`config.mk`:
```
export PLATFORM = sky130hd
export DESIGN_NAME = memory_access_controller
export DESIGN_NICKNAME = d
export VERILOG_FILES = /design/src/rtl/memory_access_controller_pkg.sv /design/src/rtl/memory_access_controller.sv
export SDC_FILE = /design/constraint.sdc
export NUM_CORES = 1
export LEC_CHECK = 0
export ABC_AREA = 1
export CAP_MARGIN = 0
export CORE_ASPECT_RATIO = 0.5
export CORE_UTILIZATION = 36
export DETAILED_ROUTE_END_ITERATION = 10
export GPL_ROUTABILITY_DRIVEN = 1
export PLACE_DENSITY = 0.83
export SLEW_MARGIN = 20
export SYNTH_ARGS = -nofsm -noshare
export SYNTH_HDL_FRONTEND = slang
export SYNTH_SLANG_ARGS = --single-unit
```
`constraint.sdc`:
```
create_clock -name clk -period 1.72 [get_ports clk]
set_input_delay 0.172 -clock clk [delete_from_list [all_inputs] [get_ports clk]]
set_output_delay 0.172 -clock clk [all_outputs]
set_load 0.01 [all_outputs]
```
`src/rtl/memory_access_controller_pkg.sv`:
```
// Shared types for the memory access controller: FSM state encoding and
// address alignment helper.
package memory_access_controller_pkg;

  typedef enum logic [1:0] {
    IDLE     = 2'b00,
    REQ      = 2'b01,
    WAIT_RSP = 2'b10,
    DONE     = 2'b11
  } state_t;

  localparam int ADDR_W = 32;
  localparam int DATA_W = 32;
  localparam int MASK_W = 4;
  localparam int CNT_W  = 8;

  function automatic logic [ADDR_W-1:0] word_align(input logic [ADDR_W-1:0] addr);
    return {addr[ADDR_W-1:2], 2'b00};
  endfunction

endpackage

```
`src/rtl/memory_access_controller.sv`:
```
// Bridges core load/store requests onto a valid/ready request channel and an
// unthrottled response channel, with a timeout that completes as a fault.
module memory_access_controller
  import memory_access_controller_pkg::*;
#(
  parameter int unsigned TIMEOUT_CYCLES = 255
) (
  input  logic              clk,
  input  logic              reset,
  input  logic              memory_read,
  input  logic              memory_write,
  input  logic [ADDR_W-1:0] address,
  input  logic [DATA_W-1:0] write_data,
  input  logic [MASK_W-1:0] write_mask,
  output logic [DATA_W-1:0] read_data,
  output logic              write_done,
  output logic              mem_stall,
  output logic              access_fault,
  output logic              bus_req_valid,
  input  logic              bus_req_ready,
  output logic              bus_we,
  output logic [ADDR_W-1:0] bus_addr,
  output logic [DATA_W-1:0] bus_wdata,
  output logic [MASK_W-1:0] bus_wmask,
  input  logic              bus_rsp_valid,
  input  logic [DATA_W-1:0] bus_rdata,
  output state_t            fsm_state
);

  localparam logic [CNT_W-1:0] TIMEOUT_LAST = CNT_W'(TIMEOUT_CYCLES - 1);

  state_t           state, next_state;
  logic [CNT_W-1:0] count;
  logic             fault_q;
  logic             latch_req;
  logic             load_rsp;
  logic             set_fault;
  logic             timeout_hit;

  // Request channel: a transfer happens on the rising edge where
  // bus_req_valid && bus_req_ready; valid and every bus_* field stay constant
  // from the first REQ cycle until that edge. Responses are never back-pressured.
  assign bus_req_valid = (state == REQ);
  assign timeout_hit   = (count >= TIMEOUT_LAST);
  assign mem_stall     = (memory_read | memory_write) && (state != DONE);
  assign write_done    = (state == DONE) && bus_we && !fault_q;
  assign access_fault  = (state == DONE) && fault_q;
  assign fsm_state     = state;

  always_comb begin
    next_state = state;
    latch_req  = 1'b0;
    load_rsp   = 1'b0;
    set_fault  = 1'b0;
    case (state)
      IDLE: begin
        if (memory_read || memory_write) begin
          latch_req  = 1'b1;
          next_state = REQ;
        end
      end
      REQ: begin
        if (bus_req_ready) begin
          next_state = WAIT_RSP;
        end else if (timeout_hit) begin
          set_fault  = 1'b1;
          next_state = DONE;
        end
      end
      WAIT_RSP: begin
        // A response on the expiry cycle still completes normally.
        if (bus_rsp_valid) begin
          load_rsp   = 1'b1;
          next_state = DONE;
        end else if (timeout_hit) begin
          set_fault  = 1'b1;
          next_state = DONE;
        end
      end
      DONE:    next_state = IDLE;
      default: next_state = IDLE;
    endcase
  end

  always_ff @(posedge clk or negedge reset) begin
    if (!reset) begin
      state     <= IDLE;
      count     <= '0;
      read_data <= '0;
      fault_q   <= 1'b0;
      bus_we    <= 1'b0;
      bus_addr  <= '0;
      bus_wdata <= '0;
      bus_wmask <= '0;
    end else begin
      state   <= next_state;
      fault_q <= set_fault;
      if (latch_req) begin
        // A simultaneous read and write request is treated as a write.
        bus_we    <= memory_write;
        bus_addr  <= word_align(address);
        bus_wdata <= write_data;
        bus_wmask <= write_mask;
        count     <= '0;
      end else if (state == REQ || state == WAIT_RSP) begin
        count <= count + CNT_W'(1);
      end
      if (load_rsp && !bus_we) begin
        read_data <= bus_rdata;
      end else if (set_fault) begin
        read_data <= '0;
      end
    end
  end

endmodule
```
==> qor.csv <==
metric;value;unit
final WL;12.93;mm
post-place setup slack;-0.004088;ns
Syn Inst Count;520;
Worst Path Required;1.96;ns
first-pass GRT wire length;19.32;mm
GR Overflow Total;0;
simple-gate area share of the yosys netlist;31.53;%
Critical Path End;bus_addr[9]$_DFFE_PN0P_;
H-tree levels;3;
Total Routing Usage GR;18.76;%
Synth cell types;22;
cell leakage power;3.656;nW
setup violators final;0;
GPL Wtd Cong;0.8443;
initial antenna violation count;0;
maxcap violations;0;
PortBufs;208;
Worst VDD drop;680.1;uV
Antenna Violating Nets Remaining;0;
mean post-synth cell area;8.814;sq um
Num CTS Buffers;9;
Core ar.;0.01212;sq mm
CP Capture Type;flop;
crit path DAT;1.88;ns
Slew Limit Fails;0;
Peak Freq;607.4;MHz
total number of vias;4189;
Hold Path Class;in2async;
clock-pin slew on the worst setup and hold paths;0.07;ns
mapped cell area;0.004583;sq mm
Layout area overhead;60.72;%
Starting Density;37.81;%
post-synthesis xor/xnor area fraction;0;%
pin count of the biggest net entering global routing;39;
synthesized flop and latch total;110;
Pre-antenna DRT Iters;5;
proportion of layout cells with a drive suffix above 1;8.491;%
worst setup margin;0.07377;ns
CP dominant cell by count;nand2_1;
most frequent cells in the layout;nand2_1, clkdlybuf4s50_1, dfrtp_1;
Ys Warns;0;
final hold vios;0;
register area share after synthesis;60.06;%
Synth Area in Compound Gates;1.256;%
Reg2Reg Setup Slack;0.07;ns
1st-iter DRT viols;256;
number of global-route vias before repair;3986;
die area;0.01321;sq mm
die height;81.79;microns
multiplexer area fraction after synthesis;0;%
commonest non-fill, non-tap cell in the layout;nand2_1;
reg2reg end;bus_addr[9]$_DFFE_PN0P_;
Max clock buf depth;2;
Pwr Density;1731;mW/mm^2
minimum clock period;1.646;ns
nature of the critical path startpoint;flop;
setup TNS;0;ns
Rows;28;
Reg2Reg Depth;9;
largest family of logic cells by synthesized area;simple AND/OR/NAND/NOR gates;
WS Path Type;reg2reg;
r2r startpoint;fsm_state[0]$_DFFE_PN0P_;
Post-Synth Adder-Cell Area;1.911;%
Ant. Diodes;0;
number of nets in the layout;850;
fin crit share;95.71;%
CP max-delay cell;dfrtp_2;
crit path cell chain;buf_6 -> inv_4 -> ha_4 -> inv_2 -> nor2_4 -> clkinv_4 -> clkbuf_16 -> nand2_1 -> nand2_1;
CP max stage delay;0.45;ns
critical path buffer and inverter count;5;
cell family with most CP delay;buffers and inverters;
Levels on crit path;9;
root buffer cell;clkbuf_16;
status;completed;
Worst Path Max Fanout;15;
HPWL after DPL;8.986;mm
CTS tree;built;
skew final;0.009490;ns
Die Span X;161.6;microns
clock sinks;110;
via/cell ratio;4.619;
Clk Latency, worst-skew pair;0.34;ns
Residual DRC;0;
worst setup path start;fsm_state[0]$_DFFE_PN0P_;
DR WL/cell;14.25;microns
Top Ports;213;
[layer usage]
layer,global-route usage (%),routed length [microns],up-vias,part of all wire (%)
li1,-,-,2024,-
met1,21.65,5191,1996,40
met2,34.78,6766,140,52
met3,4.192,598,29,4.6
met4,7.170,369,0,2.9
met5,0,0,-,0
[synthesized netlist by cell type]
cell type	n	area, sq um
a21oi_1	7	35.03
buf_2	15	75.07
buf_4	6	45.04
buf_6	4	45.04
conb_1	1	3.750
dfrtp_1	110	2753
ha_1	7	87.58
inv_1	18	67.56
inv_2	1	3.750
nand2_1	289	1085
nand2_2	2	12.51
nand3_1	29	145.1
nand3_2	9	90.09
nand4_1	1	6.260
nand4_4	1	21.27
nor2_1	9	33.78
nor2_2	2	12.51
nor2_4	2	22.52
nor3_1	2	10.01
nor4_1	1	6.260
o21ai_0	3	15.01
o31ai_1	1	7.510
[power by group]
part	switching [mW]	internal, mW	total, mW
Clock	0.964	1.18	2.14
Sequential	0.704	3.78	4.49
Combinational	2.86	3.27	6.12
Total	4.53	8.23	12.8
[stage by stage]
stage	area (sq um)	util (%)	instances	total power [mW]	hold WS, ns
final	7366	60.77	907	12.75	0.2778
after global routing	7366	60.77	907	13.59	0.3038
after CTS	7227	59.62	903	12.50	0.2825
after detailed placement	6855	56.55	882	10.23	0.1013
after global placement	6855	56.55	882	10.01	0.1006
after floorplan	4587	-	521	6.931	-0.1236
[state kept, by name, summed over array words and instances (netlist names)]
| register | count |
|---|---|
| count | 8 |
| read_data | 32 |
| bus_wdata | 32 |
| fsm_state | 2 |
| bus_we | 1 |
| bus_addr | 30 |
| bus_wmask | 4 |
| fault_q | 1 |
[timing repair]
| action | in CTS | in global routing |
|---|---|---|
| cloned | 0 | 3 |
| gates resized for setup | 11 | 17 |
| setup endpoints to repair | 5 | 108 |
| hold buffers | 1 | 0 |
| buffers inserted | 4 | 1 |
| endpoints found under the hold margin | 20 | 0 |
| pin swaps | 0 | 1 |
[worst min path at each step]
stage,from,to,slack [ns],depth (start not counted)
floorplan,reset,bus_addr[10]$_DFFE_PN0P_,-0.12,0
global placement,reset,read_data[12]$_DFFE_PN0P_,0.10,1
detailed placement,reset,read_data[20]$_DFFE_PN0P_,0.10,1
CTS,reset,read_data[12]$_DFFE_PN0P_,0.28,2
global route,reset,read_data[20]$_DFFE_PN0P_,0.30,2
finish,reset,read_data[20]$_DFFE_PN0P_,0.28,2
[logic make-up (layout without fill, tap and decap cells)]
family	Yosys count	count (layout)
flip-flops	110	110
AO/OA/AOI/OAI	11	11
other	1	2
AND/OR/NAND/NOR	347	347
adder cells (fa/ha/maj)	7	7
buffers and inverters	44	265
[layout make-up]
type                       count  area (sq um)
multi-input combinational    367          1628
inverter                      19         78.83
tap                          165         206.4
clock inverter                 6         71.32
timing repair buffer         230          2387
sequential                   110          2755
fill                        1002          4756
clock buffer                  10         239.0
Note: power is estimated with default switching activity, not from simulation.
